File: src/rtl/led_seq_pkg.sv
// Shared constants for the LED chaser receive-side decoder: pattern width,
// mode encodings and the orbit end points of each chaser mode.
package led_seq_pkg;

    localparam int LED_W     = 6;
    localparam int NUM_MODES = 3;

    typedef logic [LED_W-1:0] led_t;

    localparam logic [1:0] MODE_DOWN   = 2'b00;
    localparam logic [1:0] MODE_SHIFT  = 2'b01;
    localparam logic [1:0] MODE_CONV   = 2'b10;
    localparam logic [1:0] MODE_BOUNCE = 2'b11;

    localparam led_t DOWN_TOP  = 6'd17;
    localparam led_t DOWN_BOT  = 6'd8;
    localparam led_t SHIFT_TOP = 6'd31;
    localparam led_t CONV_TOP  = 6'd63;

endpackage

File: src/rtl/led_seq_next.sv
// Successor function of one chaser mode: the pattern that must follow prev,
// and whether prev belongs to that mode's orbit at all.
module led_seq_next
    import led_seq_pkg::*;
(
    input  logic [LED_W-1:0] prev,
    input  logic [1:0]       mode,
    output logic [LED_W-1:0] nxt,
    output logic             in_orbit
);

    logic [2:0] conv_hi;
    logic [2:0] conv_lo;

    always_comb begin
        // NOTE: every output gets a default first so no path can infer a latch.
        nxt      = '0;
        in_orbit = 1'b0;
        conv_hi  = 3'((prev[5:3] >> 1) + 3'b100);
        conv_lo  = 3'((prev[2:0] << 1) + 3'b001);
        case (mode)
            MODE_DOWN: begin
                in_orbit = (prev >= DOWN_BOT) && (prev <= DOWN_TOP);
                nxt      = (prev == DOWN_BOT) ? DOWN_TOP : prev - 6'd1;
            end
            MODE_SHIFT: begin
                // Orbit is the all-ones-from-bit-0 patterns 31..0; 63 belongs to converge-fill.
                in_orbit = ((prev & (prev + 6'd1)) == 6'd0) && (prev != CONV_TOP);
                nxt      = (prev == 6'd0) ? SHIFT_TOP : prev >> 1;
            end
            MODE_CONV: begin
                in_orbit = (prev == 6'd0) || (prev == 6'd33) ||
                           (prev == 6'd51) || (prev == CONV_TOP);
                nxt      = (prev == CONV_TOP) ? 6'd0 : {conv_hi, conv_lo};
            end
            default: begin
                in_orbit = 1'b0;
                nxt      = '0;
            end
        endcase
    end

endmodule

File: src/rtl/led_seq_decoder.sv
// Chaser pattern checker: identifies the running mode, reports lock, mismatch and freeze.
// Optional saturating mismatch counter port enabled by `define LED_DEC_STATS_EN.
module led_seq_decoder
    import led_seq_pkg::*;
#(
    parameter int LOCK_COUNT = 3
) (
    input  logic             clk,
    input  logic             reset,
    input  logic             step,
    input  logic [LED_W-1:0] q_in,
    output logic [1:0]       mode_det,
    output logic             locked,
    output logic             mismatch,
    output logic             frozen
`ifdef LED_DEC_STATS_EN
    ,
    output logic [15:0]      mismatch_cnt
`endif
);

    localparam logic [1:0] ST_UNPRIMED = 2'd0;
    localparam logic [1:0] ST_HUNT     = 2'd1;
    localparam logic [1:0] ST_LOCKED   = 2'd2;

    localparam logic [2:0] LOCK_MAX = 3'(LOCK_COUNT);

    logic [1:0]                  state;
    logic [LED_W-1:0]            prev;
    logic [NUM_MODES-1:0][2:0]   run;
    logic [NUM_MODES-1:0][2:0]   run_nxt;
    logic [NUM_MODES-1:0][LED_W-1:0] nxt;
    logic [NUM_MODES-1:0]        in_orbit;
    logic [NUM_MODES-1:0]        hit;
    logic [NUM_MODES-1:0]        reached;
    logic [3:0]                  hit_ext;
    logic                        cur_hit;
    logic                        changed;
    logic                        mismatch_set;
    logic                        any_reached;
    logic [1:0]                  lock_mode;

    for (genvar g = 0; g < NUM_MODES; g++) begin : g_next
        led_seq_next u_next (
            .prev     (prev),
            .mode     (2'(g)),
            .nxt      (nxt[g]),
            .in_orbit (in_orbit[g])
        );
    end

    always_comb begin
        for (int i = 0; i < NUM_MODES; i++) begin
            hit[i]     = in_orbit[i] && (q_in == nxt[i]);
            run_nxt[i] = !hit[i] ? 3'd0 : (run[i] == LOCK_MAX) ? run[i] : run[i] + 3'd1;
            reached[i] = (run_nxt[i] == LOCK_MAX);
        end
    end

    // Tie-break on simultaneous lock: down-count beats shift-fill beats converge-fill.
    always_comb begin
        any_reached = |reached;
        lock_mode   = MODE_DOWN;
        if (reached[0])      lock_mode = MODE_DOWN;
        else if (reached[1]) lock_mode = MODE_SHIFT;
        else if (reached[2]) lock_mode = MODE_CONV;
    end

    assign hit_ext      = {1'b0, hit};
    assign cur_hit      = hit_ext[mode_det];
    assign changed      = (q_in != prev);
    assign mismatch_set = step && (state == ST_LOCKED) && changed && !cur_hit;
    assign locked       = (state == ST_LOCKED);

    // NOTE: sequential state uses non-blocking assignments so every register samples pre-edge values.
    always_ff @(posedge clk or posedge reset) begin
        if (reset) begin
            state    <= ST_UNPRIMED;
            prev     <= '0;
            run      <= '0;
            mode_det <= MODE_DOWN;
            mismatch <= 1'b0;
            frozen   <= 1'b0;
        end else begin
            mismatch <= 1'b0;
            if (step) begin
                if (state == ST_UNPRIMED) begin
                    prev  <= q_in;
                    state <= ST_HUNT;
                end else if (!changed) begin
                    frozen <= 1'b1;
                end else begin
                    frozen <= 1'b0;
                    prev   <= q_in;
                    run    <= run_nxt;
                    if (state == ST_LOCKED) begin
                        if (mismatch_set) begin
                            mismatch <= 1'b1;
                            state    <= ST_HUNT;
                        end
                    end else if (any_reached) begin
                        state    <= ST_LOCKED;
                        mode_det <= lock_mode;
                    end
                end
            end
        end
    end

`ifdef LED_DEC_STATS_EN
    always_ff @(posedge clk or posedge reset) begin
        if (reset) begin
            mismatch_cnt <= '0;
        end else if (mismatch_set && (mismatch_cnt != 16'hFFFF)) begin
            mismatch_cnt <= mismatch_cnt + 16'd1;
        end
    end
`endif

endmodule

File: config.mk
export PLATFORM = sky130hd
export DESIGN_NAME = led_seq_decoder
export DESIGN_NICKNAME = d
export VERILOG_FILES = /design/src/rtl/led_seq_pkg.sv /design/src/rtl/led_seq_next.sv /design/src/rtl/led_seq_decoder.sv
export SDC_FILE = /design/constraint.sdc
export NUM_CORES = 1
export LEC_CHECK = 0
export CORE_ASPECT_RATIO = 1.75
export CORE_MARGIN = 1
export CORE_UTILIZATION = 42
export CTS_CLUSTER_DIAMETER = 120
export DETAILED_ROUTE_END_ITERATION = 8
export GPL_ROUTABILITY_DRIVEN = 0
export HOLD_SLACK_MARGIN = 0.12
export SYNTH_ARGS = -nofsm -noshare
export SYNTH_HDL_FRONTEND = slang
export SYNTH_SLANG_ARGS = --single-unit
File: constraint.sdc
create_clock -name clk -period 5.8 [get_ports clk]
set_input_delay 0.58 -clock clk [delete_from_list [all_inputs] [get_ports clk]]
set_output_delay 0.58 -clock clk [all_outputs]
set_load 0.01 [all_outputs]
**Yosys cells after proc, flatten, opt, wreduce, memory -nomap -nowiden**

Index checks and enable logic that the tools add are counted.

- Bits in registers: 21
- Bits of input ports: 9
- Word-level logic and storage cells: 88

- $add $sub $neg: 7
- $lt $le $gt $ge: 3
- Equal/unequal tests: 17
- Muxes and demuxes: 27
- Bitwise logic cells: 3
- Reductions and logical operators: 23

Operators with widths:

| kind | count |
|---|---|
| 6-bit two-way mux | 4 |
| 3-bit by 2-bit equality test with 1-bit output, second input constant | 6 |
| 6-bit equality test | 3 |
| 6-bit equality test, second input constant | 3 |
| 3-bit two-way mux | 6 |
| 2-bit two-way mux | 8 |
| 3-bit by 1-bit adder with 3-bit output, second input constant | 4 |
| 6-bit zero test | 2 |
| 1-bit logical AND | 8 |
| 1-bit two-way mux | 7 |
| 6-bit by 1-bit adder with 6-bit output, second input constant | 1 |
| 6-bit bitwise AND | 1 |
| 6-bit by 4-bit equality test with 1-bit output, second input constant | 1 |
| 6-bit by 4-bit greater-or-equal comparator with 1-bit output, second input constant | 1 |
| 6-bit by 5-bit <= comparator with 1-bit output, second input constant | 1 |
| 6-bit inequality test | 1 |
| 6-bit inequality test, second input constant | 1 |
| 6-bit by 1-bit subtractor with 6-bit output, second input constant | 1 |
| 5-bit two-way mux | 1 |
| 5-bit AND reduction | 1 |
| 2-bit AND reduction | 2 |
| 4-bit AND reduction | 1 |
| 2-bit by 3-bit adder with 3-bit output, second input constant | 1 |
| 1-bit logical OR | 3 |
| 11 further kinds | 12 |

**Logic depth before layout (Yosys ltp)**

Gate-level depths: netlist of the first run.

- Word-level depth: 14
- Mapped depth: 10
- Depth with buffers taken out: 9

**Hierarchy**

Synthesis of the first run repeated with hierarchy kept, for this count alone.

- Cells, all modules: 353
- Area, all modules: 2865.2 µm²

By module, submodules not included:

| module | instances | cells an instance | area an instance (µm²) | sequential area each (µm²) |
|---|---|---|---|---|
| led_seq_next | 3 | 70 | 489.2 | 0.0 |
| led_seq_decoder | 1 | 143 | 1397.6 | 525.5 |

**Least setup slack after synthesis of the first run**

OpenSTA, ideal clock, no wires.

- Kind: reg-to-reg
- Start: register prev[0]
- End: register state[1]
- Data arrival time: 2.386 ns
- Slack: 3.349 ns
- Cell stages (with the launch flop): 10
- Buffers on the path: 0
- Period minus slack after synthesis: 2.451 ns
- Cell sequence: dfrtp_1 inv_1 ha_1 nor3b_4 a2111oi_2 o32ai_1 or4_1 nor2_1 or3_1 o22a_1

- Word-level cells in the longest chain between the ends: 11

Ends and longest elaborated chain:

| element | line | RTL |
|---|---|---|
| start, declared | led_seq_decoder.sv:29 | `logic [LED_W-1:0] prev;` |
| start signal, assigned | led_seq_decoder.sv:88 | `prev <= q_in;` |
| start signal, assigned | led_seq_decoder.sv:94 | `prev <= q_in;` |
| 6-bit by 1-bit adder with 6-bit output (tied with other cells) | led_seq_next.sv:28 | `in_orbit = ((prev & (prev + 6'd1)) == 6'd0) && (prev != CONV_TOP);` |
| 6-bit bitwise AND / 1-bit logical OR (equally long branches) | n/a |  |
| 6-bit zero test / 1-bit logical OR (equally long branches) | n/a |  |
| 1-bit logical AND / 1-bit logical OR (equally long branches) | n/a |  |
| 1-bit logical AND | led_seq_decoder.sv:54 | `hit[i] = in_orbit[i] && (q_in == nxt[i]);` |
| 1-bit binary-select mux with 2-bit select | led_seq_decoder.sv:70 | `assign cur_hit = hit_ext[mode_det];` |
| 1-bit two-way mux (implied by the code) | led_seq_decoder.sv:70 |  |
| 1-bit zero test | led_seq_decoder.sv:72 | `assign mismatch_set = step && (state == ST_LOCKED) && changed && !cur_hit;` |
| 1-bit logical AND | led_seq_decoder.sv:72 |  |
| 3-bit by 1-bit inequality test with 1-bit output (no source line) | n/a |  |
| 4-bit AND reduction (no source line) * | n/a |  |
| end signal, assigned | led_seq_decoder.sv:78 | `state <= ST_UNPRIMED;` |
| end signal, assigned | led_seq_decoder.sv:89 | `state <= ST_HUNT;` |
| end signal, assigned | led_seq_decoder.sv:99 | `state <= ST_HUNT;` |
| end, declared | led_seq_decoder.sv:28 | `logic [1:0] state;` |

Every way passes the cells marked *; elsewhere a longest branch is shown, timed or not. The select of a mux whose other input is x is not followed.
A chain may end at the register's enable or synchronous reset.

**Final worst setup path of the first run**

- Start: register prev[1]
- End: register state[0]

Same word-level chain as after synthesis.

==> flow_summary_export.csv, run 1 <==
group,metric,value,unit
cts,cts.clk_slew.worst_paths,80,ps
critical_path,cp.required,5950,ps
cts,postCtsSetupRepairBufs,0,
die,start_util,44.5,%
power_and_ir_drop,p_total,0.000358,W
yosys,async_reset_ff_share,100,%
final_layout,final_layout_size_suffix_gt1_share,10.8,%
critical_path,worstSetupPathType,"flop to flop",
route,drc,0,
yosys,synth_common_cells,"dfrtp_1, nand2_1, nor2_1",
cts,cts_hold_buffers,0,
cts,root_buffer,"clkbuf_8",
yosys,ys_seq_area_share,28.0,%
yosys,syn_area,1880,um^2
grt,track_usage,20.9,%
place,place_hpwl,3350,um
grt,grt_pass1_wl,7460,um
grt,antenna_found_initial,0,
cts,insertion_delay,260,ps
die,die_y,90.5,um
place,place_inst,268,
sta,slew_headroom,43.3,%
route,wl_per_cell,16.0,um
cts,cts_tree,"built",
power_and_ir_drop,power.leakage,0.824,nW
critical_path,arrival,3140,ps
final_layout,fin_util,47.6,%
cts,cts_made_buffers,3,
sta,fin_crit_sh,51.6,%
yosys,ys.flop_type,"dfrtp_1",
sta,setup_viol,0,
sta,clock_skew,2.81,ps
sta,drv_slew,0,
yosys,yosys_register_bits,21,
route,vias_per_cell,5.88,
cts,cts_buffer_depth,2,
final_layout,final_cell_area,2010,um^2
cts,htreeDepth,1,
grt,gr-total-overflow,0,
yosys,synth_cells,221,
yosys,synth_top_area_share,28.0,%
sta,setup_tns,0,ps
critical_path,crit_path_end_kind,"flop",
final_layout,instances_no_fill,272,
route,drtIter0Drc,29,
sta,finalHoldViolations,0,
grt,grt_start_max_net_pins,22,
yosys,syn_area_per_cell,8.50,um^2
cts,cts_sinks,21,
yosys,synth_fp_nets,238,
sta,worst_pin_slew,850,ps
route,dr.pass1.iters,4,
power_and_ir_drop,peakVddDrop,0.000117,V
critical_path,crit_fanout,9,
power_and_ir_drop,powerDensity,178,nW/um^2
status,status,"finished clean",
place,port_buffers,13,
yosys,yosysMostFrequentCell,"dfrtp_1",
min_path,min_path_type,"flop to flop",
route,vias,1598,
sta,rsz0062_at_grt,"false",
final_layout,diodes,0,
cts,post_cts_resized,0,
critical_path,crit_path_start_kind,"flop",
yosys,synth.area.top_cells,"dfrtp_1, ha_1, nand2_1",
die,core,4230,um^2
yosys,post-synth-top-area-cell,"dfrtp_1",
final_layout,fillerInstances,433,
flow_run,drv.max_cap_violation_count,0,
sta,period_minus_slack,2990,ps
final_layout,area_growth,7.19,%
final_layout,nets,241,
die,die-area,4760,um^2
yosys,yosys_warnings,0,
yosys,synth_edf_count,0,
die,ioPinCount,14,
sta,timing.fmax,334,MHz
place,place_area,1970,um^2
die,rows,31,
die,die_x,52.6,um
route,routed_wl,4360,um
yosys,synth.distinct_cells,55,
route,postRouteAntennaNets,0,
grt,grt_pass1_vias,1568,
-- metal layers --
| layer | wire length [um] | up-vias | global-route usage (%) |
|---|---|---|---|
| li1 | - | 796 | - |
| met1 | 1750 | 763 | 23.9 |
| met2 | 2350 | 28 | 36.6 |
| met3 | 91 | 11 | 1.85 |
| met4 | 155 | 0 | 10.1 |
| met5 | 0 | - | 0 |
-- metrics by stage --
stage | hold WS (ps) | setup WS [ps]
floorplan | 472 | 3350
global placement | 488 | 2560
detailed placement | 496 | 2570
CTS | 516 | 2800
global route | 533 | 2610
finish | 515 | 2810
-- worst paths after layout --
kind,startpoint,endpoint,slack [ps],cells after the start
max,prev[1]$_DFFE_PP0P_,state[0]$_DFFE_PP0P_,2810,9
min,frozen$_DFFE_PP0P_,frozen$_DFFE_PP0P_,510,1
max reg2reg,prev[1]$_DFFE_PP0P_,state[0]$_DFFE_PP0P_,2810,9
min reg2reg,frozen$_DFFE_PP0P_,frozen$_DFFE_PP0P_,510,1
max in group asynchronous,reset,state[0]$_DFFE_PP0P_,4490,2
min in group asynchronous,reset,run[6]$_DFFE_PP0P_,780,2
-- power breakdown --
group          total (W)  internal (W)  leakage, nW  switching (W)
registers       0.000169      0.000150        0.271      0.0000184
clock network   0.000100     0.0000480       0.0255      0.0000520
logic          0.0000897     0.0000409        0.527      0.0000489
total           0.000358      0.000239        0.824       0.000119
-- registers in the layout (all words and copies together) (netlist names) --
register	cells
frozen	1
mode_det	2
mismatch	1
prev	6
run	9
state	2
-- area by class of cell --
| class | count | area, um^2 | area share (%) |
|---|---|---|---|
| Clock inverter | 1 | 5.00 | 0.248 |
| Timing Repair Buffer | 14 | 138 | 6.83 |
| Clock buffer | 3 | 41.3 | 2.05 |
| Inverter | 10 | 37.5 | 1.86 |
| Multi-Input combinational cell | 174 | 1210 | 59.9 |
| Tap cell | 49 | 61.3 | 3.04 |
| Sequential cell | 21 | 526 | 26.1 |
-- logic make-up (layout without fill, tap and decap cells) --
kind of cell	count (synthesis)	after routing	share of synthesized area, %
AO/OA/AOI/OAI	52	52	19.2
XOR/XNOR	13	13	6.46
adder cells (fa/ha/maj)	8	8	5.33
buffers and inverters	26	28	7.86
flip-flops	21	21	28.0
multiplexers	6	6	3.53
AND/OR/NAND/NOR	95	95	29.7
-- critical path: stages (launching register included) --
cell and delay, ps:
dfrtp_1 580, inv_1 170, ha_1 310, nor3b_4 200, a2111oi_2 480, o32ai_1 200
or3_1 490, o22a_1 240, nand3_1 120, a21oi_1 80
-- cell usage in the layout, fill, tap and decap left out, drive strengths merged, types with 2 or more instances in the layout --
cell,n
o22a,3
nor2,15
nand3,4
and3,4
ha,8
o21bai,2
or4,3
inv,10
dfrtp,21
nand3b,2
xor2,8
o21ai,13
nand2,17
nor3,10
or3,3
a31oi,5
xnor2,5
nor4,7
o32ai,3
a32oi,2
and2,2
or2,3
clkdlybuf4s50,13
mux2,5
o2111ai,3
a21o,2
a21oi,10
clkbuf,3
nand2b,9
a22o,2
nor2b,9
o21a,3
(Power assumes the default switching activity.)
==> run 2: changes to the inputs <==
- clock period: 5.8 -> 2.78 ns (I/O delays scaled with it)
==> flow_summary_export.csv, run 2 (synthesis gave the netlist of run 1 again) <==
group,metric,value,unit
status,status,"finished clean",
route,drtIter0Drc,34,
final_layout,area_growth,12.4,%
die,die-area,4760,um^2
grt,track_usage,21.8,%
route,vias,1664,
cts,cts_sinks,21,
final_layout,max_flop_register,"run",
sta,slew_headroom,46.0,%
die,core,4230,um^2
sta,setup_viol,0,
power_and_ir_drop,power.leakage,0.887,nW
die,die_y,90.5,um
final_layout,multi_input_area,1210,um^2
critical_path,crit_path_end_kind,"flop",
sta,setup_tns,0,ps
power_and_ir_drop,peakVddDrop,0.000153,V
sta,fin_ws,336,ps
sta,whs,455,ps
final_layout,biggestRegsByFlops,"run: 9 flops, prev: 6 flops",
sta,drv_slew,0,
final_layout,diodes,0,
die,rows,31,
critical_path,ff2ff_path_depth,9,
critical_path,worstSetupPathType,"flop to flop",
grt,gr-total-overflow,0,
place,dpl_worst_slack,125,ps
final_layout,register_area,526,um^2
place,port_buffers,13,
cts,cts.clk_slew.worst_paths,80,ps
cts,cts_tree,"built",
sta,period_minus_slack,2440,ps
critical_path,crit_path_start_kind,"flop",
critical_path,rr_endpoint,"state[1]$_DFFE_PP0P_",
sta,fin_crit_sh,87.9,%
cts,cts_buffer_depth,2,
grt,grt_start_max_net_pins,22,
cts,insertion_delay,270,ps
route,routed_wl,4570,um
final_layout,final_layout_size_suffix_gt1_share,15.7,%
final_layout,final_cell_mix,"dfrtp_1, nand2_1, nor2_1",
die,die_x,52.6,um
die,ioPinCount,14,
grt,grt_pass1_wl,7870,um
sta,clock_skew,6.08,ps
final_layout,layout_commonest_cell,"dfrtp_1",
cts,root_buffer,"clkbuf_8",
critical_path,rr_startpoint,"prev[1]$_DFFE_PP0P_",
die,start_util,44.5,%
grt,antenna_found_initial,0,
cts,post_cts_resized,0,
critical_path,reg2reg_setup_slack,340,ps
cts,htreeDepth,1,
sta,worst_pin_slew,810,ps
route,postRouteAntennaNets,0,
cts,cts_hold_buffers,0,
sta,timing.fmax,409,MHz
critical_path,crit_fanout,5,
grt,grt_pass1_vias,1685,
min_path,min_path_type,"input port to async pin",
final_layout,fillerInstances,422,
power_and_ir_drop,powerDensity,365,nW/um^2
route,dr.pass1.iters,4,
flow_run,drv.max_cap_violation_count,0,
sta,rsz0062_at_grt,"false",
cts,cts_made_buffers,3,
route,vias_per_cell,5.84,
route,wl_per_cell,16.0,um
critical_path,cp.required,2990,ps
critical_path,arrival,2650,ps
cts,postCtsSetupRepairBufs,0,
final_layout,largest_reg_flops,9,
final_layout,nets,254,
sta,finalHoldViolations,0,
route,drc,0,
place,place_hpwl,3560,um
run 2: worst max-delay path: stages, from the launching register on:
cell and delay (ps):
dfrtp_1 390, inv_1 110, ha_1 190, nor3b_4 300, a32oi_1 170, o32ai_2 240, o2111ai_1 250, or4_1 460
nand3_1 140, o22a_1 140
run 2: cell type report:
type                    count  area share [%]
clock buffers               3            1.95
clock inverters             1           0.237
inverters                  10            1.78
multi-input cells         174            57.1
flip-flops and latches     21            24.9
well taps                  49            2.90
repair buffers             27            11.1
run 2: report_power, final:
group / total [W] / leakage (nW) / internal (W) / switching [W]
registers: 0.000340 / 0.271 / 0.000314 / 0.0000259
logic: 0.000223 / 0.590 / 0.000103 / 0.000120
clock network: 0.000209 / 0.0255 / 0.000100 / 0.000109
total: 0.000771 / 0.887 / 0.000517 / 0.000254
run 2: worst max path at each step:
stage                         from                    to  slack (ps)  cells after the start
2_1_floorplan  prev[0]$_DFFE_PP0P_  state[1]$_DFFE_PP0P_         330                      9
3_3_place_gp               q_in[2]  state[0]$_DFFE_PP0P_         160                      8
3_5_place_dp               q_in[2]  state[1]$_DFFE_PP0P_         130                      8
4_1_cts        prev[1]$_DFFE_PP0P_  state[1]$_DFFE_PP0P_         320                      9
5_1_grt        prev[0]$_DFFE_PP0P_    run[1]$_DFFE_PP0P_          70                     10
6_report       prev[1]$_DFFE_PP0P_  state[1]$_DFFE_PP0P_         340                      9
run 2: through the flow:
step | cells | util (%) | power (W) | area (um^2)
global route | 285 | 50.0 | 0.000815 | 2110
floorplan | 221 | - | 0.000510 | 1880
CTS | 285 | 50.0 | 0.000774 | 2110
detailed placement | 281 | 48.9 | 0.000568 | 2070
global placement | 281 | 48.9 | 0.000567 | 2070
finish | 285 | 50.0 | 0.000771 | 2110
run 2: layer usage:
layer	share of wire (%)	track usage (%)
met1	40	24.5
met2	55	39.1
met3	1.9	1.01
met4	3.2	11.2
met5	0	0
